### config.mk
export PLATFORM = sky130hd
export DESIGN_NAME = resp_tracker_flat
export DESIGN_NICKNAME = d
export VERILOG_FILES = /design/src/rtl/resp_tracker_if.sv /design/src/rtl/resp_tracker.sv /design/src/flat_wrapper.sv
export SDC_FILE = /design/constraint.sdc
export NUM_CORES = 1
export LEC_CHECK = 0
export ABC_CLOCK_PERIOD_IN_PS = 6200
export BUFFER_PORTS_ARGS = -buffer_cell sky130_fd_sc_hd__buf_2
export CORE_ASPECT_RATIO = 1.4
export CORE_MARGIN = 1.5
export CORE_UTILIZATION = 50
export DETAILED_ROUTE_END_ITERATION = 12
export GPL_ROUTABILITY_DRIVEN = 0
export GPL_TIMING_DRIVEN = 0
export PLACE_DENSITY_LB_ADDON = 0.08
export SYNTH_ARGS = -nofsm -noshare
export SYNTH_HDL_FRONTEND = slang
export SYNTH_SLANG_ARGS = --single-unit
export TNS_END_PERCENT = 30
### constraint.sdc
create_clock -name clk_i -period 6.2 [get_ports clk_i]
set_input_delay 0.31 -clock clk_i [delete_from_list [all_inputs] [get_ports clk_i]]
set_output_delay 0.31 -clock clk_i [all_outputs]
set_load 0.02 [all_outputs]
### src/rtl/resp_tracker_if.sv
// resp_tracker_if: issue, response, writeback and status signals of the response tracker
interface resp_tracker_if #(
    parameter int TRANS_ID_BITS = 3,
    parameter int XLEN = 64
);
    logic flush_i;
    logic issue_valid_i;
    logic issue_ready_o;
    logic [TRANS_ID_BITS-1:0] issue_trans_id_i;
    logic [4:0] issue_rd_i;
    logic issue_xd_i;
    logic resp_valid_i;
    logic resp_ready_o;
    logic [4:0] resp_rd_i;
    logic [XLEN-1:0] resp_data_i;
    logic wb_valid_o;
    logic [TRANS_ID_BITS-1:0] wb_trans_id_o;
    logic [XLEN-1:0] wb_result_o;
    logic busy_o;
    logic err_o;
    modport slave (
        input flush_i, issue_valid_i, issue_trans_id_i, issue_rd_i, issue_xd_i,
        input resp_valid_i, resp_rd_i, resp_data_i,
        output issue_ready_o, resp_ready_o, wb_valid_o, wb_trans_id_o, wb_result_o, busy_o, err_o
    );
    modport master (
        output flush_i, issue_valid_i, issue_trans_id_i, issue_rd_i, issue_xd_i,
        output resp_valid_i, resp_rd_i, resp_data_i,
        input issue_ready_o, resp_ready_o, wb_valid_o, wb_trans_id_o, wb_result_o, busy_o, err_o
    );
endinterface

### src/rtl/resp_tracker.sv
// resp_tracker: tracks outstanding accelerator commands and sequences their scoreboard writebacks
module resp_tracker #(
    parameter int DEPTH = 4,
    parameter int TRANS_ID_BITS = 3,
    parameter int XLEN = 64
) (
    input logic clk_i,
    input logic rst_ni,
    resp_tracker_if.slave bus
);
    localparam int IW = (DEPTH > 1) ? $clog2(DEPTH) : 1;
    logic [DEPTH-1:0] valid_q;
    logic [DEPTH-1:0] xd_q;
    logic [TRANS_ID_BITS-1:0] id_q [DEPTH];
    logic [4:0] rd_q [DEPTH];
    logic [IW-1:0] free_idx;
    logic [IW-1:0] match_idx;
    logic [IW-1:0] ret_idx;
    logic free_any;
    logic hazard;
    logic match_hit;
    logic ret_hit;
    logic can_accept;
    logic accept;
    logic wb_valid_q;
    logic [TRANS_ID_BITS-1:0] wb_id_q;
    logic [XLEN-1:0] wb_result_q;
    logic err_q;
    // Scanning downward leaves the lowest matching index in each result
    always_comb begin
        free_idx = '0;
        match_idx = '0;
        ret_idx = '0;
        free_any = 1'b0;
        hazard = 1'b0;
        match_hit = 1'b0;
        ret_hit = 1'b0;
        for (int i = DEPTH - 1; i >= 0; i--) begin
            if (!valid_q[i]) begin
                free_any = 1'b1;
                free_idx = IW'(i);
            end
            if (valid_q[i] && !xd_q[i]) begin
                ret_hit = 1'b1;
                ret_idx = IW'(i);
            end
            if (valid_q[i] && xd_q[i] && bus.resp_valid_i && rd_q[i] == bus.resp_rd_i) begin
                match_hit = 1'b1;
                match_idx = IW'(i);
            end
            if (valid_q[i] && xd_q[i] && bus.issue_xd_i && rd_q[i] == bus.issue_rd_i)
                hazard = 1'b1;
        end
    end
    assign can_accept = free_any && !bus.flush_i && !hazard;
    assign accept = bus.issue_valid_i && can_accept;
    assign bus.issue_ready_o = rst_ni && can_accept;
    assign bus.resp_ready_o = rst_ni;
    assign bus.busy_o = |valid_q;
    assign bus.wb_valid_o = wb_valid_q;
    assign bus.wb_trans_id_o = wb_id_q;
    assign bus.wb_result_o = wb_result_q;
    assign bus.err_o = err_q;
    // Freed and newly filled slots never coincide: one is valid, the other free
    always_ff @(posedge clk_i or negedge rst_ni) begin
        if (!rst_ni) begin
            valid_q <= '0;
            xd_q <= '0;
            for (int i = 0; i < DEPTH; i++) begin
                id_q[i] <= '0;
                rd_q[i] <= '0;
            end
            wb_valid_q <= 1'b0;
            wb_id_q <= '0;
            wb_result_q <= '0;
            err_q <= 1'b0;
        end else if (bus.flush_i) begin
            valid_q <= '0;
            wb_valid_q <= 1'b0;
            err_q <= 1'b0;
        end else begin
            wb_valid_q <= match_hit || ret_hit;
            err_q <= bus.resp_valid_i && !match_hit;
            if (match_hit) begin
                valid_q[match_idx] <= 1'b0;
                wb_id_q <= id_q[match_idx];
                wb_result_q <= bus.resp_data_i;
            end else if (ret_hit) begin
                valid_q[ret_idx] <= 1'b0;
                wb_id_q <= id_q[ret_idx];
                wb_result_q <= '0;
            end
            if (accept) begin
                valid_q[free_idx] <= 1'b1;
                xd_q[free_idx] <= bus.issue_xd_i;
                id_q[free_idx] <= bus.issue_trans_id_i;
                rd_q[free_idx] <= bus.issue_rd_i;
            end
        end
    end
endmodule

### src/flat_wrapper.sv
// flat-port wrapper written by rule: the top's interface ports become plain ports
module resp_tracker_flat 
#(
    parameter int DEPTH = 4,
    parameter int TRANS_ID_BITS = 3,
    parameter int XLEN = 64
)
  (clk_i, rst_ni, bus_flush_i, bus_issue_valid_i, bus_issue_trans_id_i, bus_issue_rd_i, bus_issue_xd_i, bus_resp_valid_i, bus_resp_rd_i, bus_resp_data_i, bus_issue_ready_o, bus_resp_ready_o, bus_wb_valid_o, bus_wb_trans_id_o, bus_wb_result_o, bus_busy_o, bus_err_o);
  resp_tracker_if #(.TRANS_ID_BITS(TRANS_ID_BITS), .XLEN(XLEN)) bus_i ();
  input logic clk_i;
  input logic rst_ni;
  input wire logic [$bits(bus_i.flush_i)-1:0] bus_flush_i;
  input wire logic [$bits(bus_i.issue_valid_i)-1:0] bus_issue_valid_i;
  input wire logic [$bits(bus_i.issue_trans_id_i)-1:0] bus_issue_trans_id_i;
  input wire logic [$bits(bus_i.issue_rd_i)-1:0] bus_issue_rd_i;
  input wire logic [$bits(bus_i.issue_xd_i)-1:0] bus_issue_xd_i;
  input wire logic [$bits(bus_i.resp_valid_i)-1:0] bus_resp_valid_i;
  input wire logic [$bits(bus_i.resp_rd_i)-1:0] bus_resp_rd_i;
  input wire logic [$bits(bus_i.resp_data_i)-1:0] bus_resp_data_i;
  output wire logic [$bits(bus_i.issue_ready_o)-1:0] bus_issue_ready_o;
  output wire logic [$bits(bus_i.resp_ready_o)-1:0] bus_resp_ready_o;
  output wire logic [$bits(bus_i.wb_valid_o)-1:0] bus_wb_valid_o;
  output wire logic [$bits(bus_i.wb_trans_id_o)-1:0] bus_wb_trans_id_o;
  output wire logic [$bits(bus_i.wb_result_o)-1:0] bus_wb_result_o;
  output wire logic [$bits(bus_i.busy_o)-1:0] bus_busy_o;
  output wire logic [$bits(bus_i.err_o)-1:0] bus_err_o;
  assign bus_i.flush_i = bus_flush_i;
  assign bus_i.issue_valid_i = bus_issue_valid_i;
  assign bus_i.issue_trans_id_i = bus_issue_trans_id_i;
  assign bus_i.issue_rd_i = bus_issue_rd_i;
  assign bus_i.issue_xd_i = bus_issue_xd_i;
  assign bus_i.resp_valid_i = bus_resp_valid_i;
  assign bus_i.resp_rd_i = bus_resp_rd_i;
  assign bus_i.resp_data_i = bus_resp_data_i;
  assign bus_issue_ready_o = bus_i.issue_ready_o;
  assign bus_resp_ready_o = bus_i.resp_ready_o;
  assign bus_wb_valid_o = bus_i.wb_valid_o;
  assign bus_wb_trans_id_o = bus_i.wb_trans_id_o;
  assign bus_wb_result_o = bus_i.wb_result_o;
  assign bus_busy_o = bus_i.busy_o;
  assign bus_err_o = bus_i.err_o;
  resp_tracker #(.DEPTH(DEPTH), .TRANS_ID_BITS(TRANS_ID_BITS), .XLEN(XLEN)) u_core (.clk_i(clk_i), .rst_ni(rst_ni), .bus(bus_i));
endmodule
**Word-level counts from Yosys, hierarchy flattened**

Index checks and enable logic that the tools add are counted.

- Register bits: 109
- Input port bits: 83
- Logic and storage cells: 144

- Magnitude comparators: 10
- Eq/ne operators: 8
- Multiplexer cells: 58
- Bitwise operators: 9
- Reductions and logical operators: 45

Operators by type and width:

| kind | count |
|---|---|
| 2-to-1 mux 64 bit | 2 |
| equality test 5 bit | 8 |
| logical AND 1 bit | 33 |
| 2-to-1 mux 2 bit | 12 |
| 2-to-1 mux 1 bit | 21 |
| 2-to-1 mux 3 bit | 7 |
| bitwise mux 20 bit | 1 |
| 2-to-1 mux 4 bit | 5 |
| binary-select mux 3 bit (select 2 bit) | 2 |
| bitwise mux 12 bit | 1 |
| demux 5 bit (select 2 bit) | 1 |
| greater-or-equal comparator 3 bit, second input constant | 3 |
| less-than comparator 2 x 3 -> 1 bit, second input constant | 3 |
| NOT 2 -> 3 bit | 3 |
| AND 4 bit | 2 |
| NOT 4 bit | 2 |
| zero test 1 bit | 7 |
| demux 1 bit (select 2 bit) | 3 |
| demux 3 bit (select 2 bit) | 1 |
| greater-or-equal comparator 2 x 1 -> 1 bit, second input constant | 3 |
| 2-to-1 mux 5 bit | 1 |
| bitwise mux 4 bit | 1 |
| OR 4 bit | 1 |
| AND reduction 2 bit | 2 |
| other kinds (5) | 5 |

**Depth between registers and ports, before layout**

- Word-level depth: 18
- Mapped depth: 9

**Worst setup path before layout**

OpenSTA, ideal clock, no wires.

- Kind: register to register
- Start point: register u_core.rd_q[8] (netlist bit)
- End point: register u_core.wb_result_q[36] (netlist: u_core.bus.wb_result_o[36])
- Arrival time: 1969 ps
- Data required time: 6079 ps
- Setup slack: 4110 ps
- Stages on the path, launching flop included: 10
- Clock period less this slack: 2090 ps
- Path through: dfrtp_1 > xor2_1 > nor4_2 > nand4_2 > nand2_2 > nor3_4 > a31o_4 > buf_6 > buf_6 > a22o_1

- Word-level cells in the longest chain between the ends: 7

RTL lines:

| what | line | text |
|---|---|---|
| from (decl) | resp_tracker.sv:15 | `logic [4:0] rd_q [DEPTH];` |
| from (signal, indexed assignment) | resp_tracker.sv:97 | `rd_q[free_idx] <= bus.issue_rd_i;` |
| equality test 5 bit * | resp_tracker.sv:47 | `if (valid_q[i] && xd_q[i] && bus.resp_valid_i && rd_q[i] == bus.resp_rd_i) begin` |
| logical AND 1 bit * | resp_tracker.sv:47 |  |
| 2-to-1 mux 1 bit * (3 in series) | resp_tracker.sv:47 |  |
| nonzero test 2 bit (no line) | - |  |
| AND reduction 2 bit (no line) | - |  |
| to (signal assigned) | resp_tracker.sv:87 | `wb_result_q <= bus.resp_data_i;` |
| to (decl) | resp_tracker.sv:27 | `logic [XLEN-1:0] wb_result_q;` |

Every way passes the cells marked *; elsewhere a longest branch is shown, timed or not.
A chain may end at the register's enable or synchronous reset.

**Worst setup path in the final report**

- Start point: register u_core.rd_q[8] (netlist bit)
- End point: output port bus_issue_ready_o

- Word-level cells in the longest chain between the ends: 8

RTL lines:

| what | line | text |
|---|---|---|
| equality test 5 bit | resp_tracker.sv:51 | `if (valid_q[i] && xd_q[i] && bus.issue_xd_i && rd_q[i] == bus.issue_rd_i)` |
| logical AND 1 bit | resp_tracker.sv:51 |  |
| 2-to-1 mux 1 bit (3 in series) | resp_tracker.sv:51 |  |
| zero test 1 bit | resp_tracker.sv:55 | `assign can_accept = free_any && !bus.flush_i && !hazard;` |
| logical AND 1 bit | resp_tracker.sv:55 |  |
| logical AND 1 bit | resp_tracker.sv:57 | `assign bus.issue_ready_o = rst_ni && can_accept;` |
| to (decl) | flat_wrapper.sv:20 | `output wire logic [$bits(bus_i.issue_ready_o)-1:0] bus_issue_ready_o;` |

Every way passes these cells.

==> flow_metrics.tcl <==
set metrics [dict create \
    vias_per_cell 5.561 \
    hold_class "in -> reg" \
    finalNetCount 622 \
    p_leak_nw 3.205 \
    reg2reg_depth 8 \
    cp-start-kind "flop" \
    htree_levels 3 \
    cp.arrival_ns 2.20 \
    routed.top_layer "met4" \
    powerDensity_nw_per_um2 277.3 \
    total_power_mw 1.689 \
    cts.sinks 109 \
    end_kind "output pin" \
    initial_core_util_pct 51.31 \
    antenna_found_initial 0 \
    grt_max_degree 72 \
    final_max_slew_viol_count 0 \
    ios 155 \
    cts_setup_buffers 0 \
    wl_met3_um 570 \
    ctsRootBufferMaster "clkbuf_16" \
    synthFlopType "dfrtp_1" \
    drt_pre_antenna_iters 4 \
    synthArstFlopShare_pct 100.0 \
    grt.total_usage_pct 23.79 \
    rsz0062_at_grt "no" \
    synth_fp_nets 461 \
    period_needed_ns 2.509 \
    cts_made_buffers 9 \
    grt_pass1_vias 3690 \
    wire_per_inst_um 18.13 \
    fmax_mhz 398.6 \
    finalCritPeriodShare_pct 40.46 \
    met2_length_um 6284 \
    dp_hpwl_um 8685 \
    postCtsHoldBufs 1 \
    hold_viol_final 0 \
    power_frac_seq_pct 48.5 \
    coreArea_um2 9459 \
    synth_edf_count 0 \
    synth.top_cell.area_share_pct 56.20 \
    fill_cells 782 \
    max-cap-violations 0 \
    internal_power_mw 1.244 \
    min-delay-start "bus_resp_data_i[47]" \
    syn-instance-count 378 \
    synth_warnings 0 \
    clk_latency_ns 0.35 \
    area_growth_pct 25.50 \
    combPwrFrac_pct 15.8 \
    numPortBuffers 148 \
    worst_pin_slew_ns 0.5751 \
    wl_um 11850 \
    skew_ns 0.01115 \
    r2r_start "u_core.rd_q[8]" \
    yosysTopAreaCell "dfrtp_1" \
    synthTopCellsByArea "dfrtp_1 56%, a22o_1 12%, mux2_2 8.4%" \
    rows 42 \
    drc 0 \
    netlist_area_um2 4853 \
    path_class "reg -> out" \
    setup_tns_ns 0 \
    die_x_um 86.27 \
    cts_tree "built" \
    worstPathMaxFanout 5 \
    ys_ff_latch 109 \
    p_sw_share_pct 26.31 \
    status "finished, final reports clean" \
    antenna_left 0 \
    setup_viol 0 \
    min_to "u_core.bus.wb_result_o[47]" \
    crit_required_ns 5.89 \
    overflow 0 \
    diodes 0 \
    max_slew_margin_pct 61.30 \
    grt_pass1_wl_um 18730 \
    clockPowerShare_pct 35.6 \
    dr_total_vias 3637 \
    r2r-end "u_core.rd_q[10]" \
    die_h_um 119.6 \
    ir_drop_mv 0.1372 \
    dieArea_um2 10320 \
    cts_resized 0 \
    drtIter0Drc 124 \
    synth_seq_area_share_pct 56.20 \
    clkTransAtPathRegs_ns 0.07 \
    clock_path_buffers 2 \
    ys_types 40 \
    power_switching_mw 0.4444 \
    rrSetupSlack_ns 3.73 \
    postSynthAreaPerCell_um2 12.84 \
    hold_path_depth 2 \
    drive_gt1_share_pct 43.20 \
    wl_met1_um 4719 \
]
-- cell usage after synthesis, types with 2 or more instances --
library cell / n
dfrtp_1: 109
a22o_1: 67
mux2_2: 36
xnor2_1: 24
buf_2: 16
xor2_1: 16
nand3_1: 12
nand2_1: 11
nand2b_1: 8
nor2_1: 7
a21oi_1: 6
nand4_1: 6
buf_4: 5
and3_1: 4
nor2b_1: 4
nor4_1: 4
a211oi_1: 3
a22oi_1: 3
buf_6: 3
clkbuf_1: 3
inv_1: 3
o221ai_1: 3
a31o_2: 2
and2_1: 2
and4b_1: 2
nor3_1: 2
nor3b_1: 2
o21ai_0: 2
or4_1: 2
-- registers in the layout, summed over array words and instances, names as in the netlist --
name                      count
u_core.id_q                  12
u_core.bus.wb_valid_o         1
u_core.bus.wb_trans_id_o      3
u_core.valid_q                4
u_core.bus.wb_result_o       64
u_core.rd_q                  20
u_core.bus.err_o              1
u_core.xd_q                   4
-- power groups by stage --
stage	Sequential, mW	Combinational, mW	Clock (mW)
global route	0.828	0.291	0.636
finish	0.820	0.268	0.602
CTS	0.820	0.270	0.613
global placement	0.829	0.260	0
floorplan	0.849	0.140	0
detailed placement	0.833	0.268	0
-- logic make-up (layout without fill, tap and decap cells) --
| kind of cell | after synthesis | in the layout | share of synthesized area (%) |
|---|---|---|---|
| XOR/XNOR | 40 | 40 | 7.218 |
| AND/OR/NAND/NOR | 73 | 73 | 9.100 |
| AO/OA/AOI/OAI | 90 | 90 | 15.55 |
| flip-flops | 109 | 109 | 56.20 |
| buffers and inverters | 30 | 196 | 3.583 |
| multiplexers | 36 | 36 | 8.353 |
-- stage by stage --
stage          instances  hold WS (ns)  utilization [%]  setup slack (ns)  instance area (um2)
4_1_cts              654        0.1682            64.39             3.680                 6091
2_1_floorplan        378       0.01441                -             4.110                 4853
3_5_place_dp         637        0.3245            60.91             3.660                 5762
3_3_place_gp         636        0.4824            60.60             3.284                 5732
6_report             654        0.1760            64.39             3.691                 6091
5_1_grt              654        0.1723            64.39             3.555                 6091
-- final cells by class --
class | instances | area [um2] | share of cell area [%]
Buffer | 27 | 162.7 | 2.671
Multi-Input combinational cell | 239 | 1952 | 32.05
Timing Repair Buffer | 150 | 780.7 | 12.82
Inverter | 3 | 11.26 | 0.1849
Clock buffer | 12 | 266.5 | 4.376
Sequential cell | 109 | 2728 | 44.78
Tap cell | 110 | 137.6 | 2.260
Clock inverter | 4 | 52.55 | 0.8628
-- worst max-delay path by stage --
stage	start	to	slack, ns	cells past startpoint
2_1_floorplan	u_core.rd_q[8]	u_core.bus.wb_result_o[36]	4.11	9
3_3_place_gp	rst_ni	bus_issue_ready_o	3.28	3
3_5_place_dp	bus_issue_rd_i[3]	u_core.id_q[2]	3.66	9
4_1_cts	u_core.rd_q[8]	bus_issue_ready_o	3.68	7
5_1_grt	u_core.rd_q[8]	bus_issue_ready_o	3.56	7
6_report	u_core.rd_q[8]	bus_issue_ready_o	3.69	7
-- cell usage in the layout (no fill, tap or decap), types with 6 or more instances in the layout --
| master | instances |
|---|---|
| nand4_1 | 6 |
| nand2b_1 | 8 |
| nand2_1 | 11 |
| clkbuf_16 | 9 |
| nor2_1 | 7 |
| mux2_2 | 36 |
| xnor2_1 | 24 |
| a22o_1 | 67 |
| nand3_1 | 12 |
| xor2_1 | 16 |
| buf_2 | 163 |
| a21oi_1 | 6 |
| dfrtp_1 | 109 |
| buf_4 | 6 |
-- critical path: stages, from the launching register on --
cell and delay (ns):
dfrtp_1 0.42, xor2_1 0.25, nor4_1 0.10, nand4_1 0.09, o21ai_0 0.10, nor4_1 0.54
and2_1 0.20, buf_2 0.16
-- per-layer routing --
layer / up-vias / GRT usage (%)
li1: 1716 / -
met1: 1778 / 26.99
met2: 123 / 43.06
met3: 20 / 4.470
met4: 0 / 10.08
met5: - / 0
Note: power is estimated with default switching activity, not from simulation.
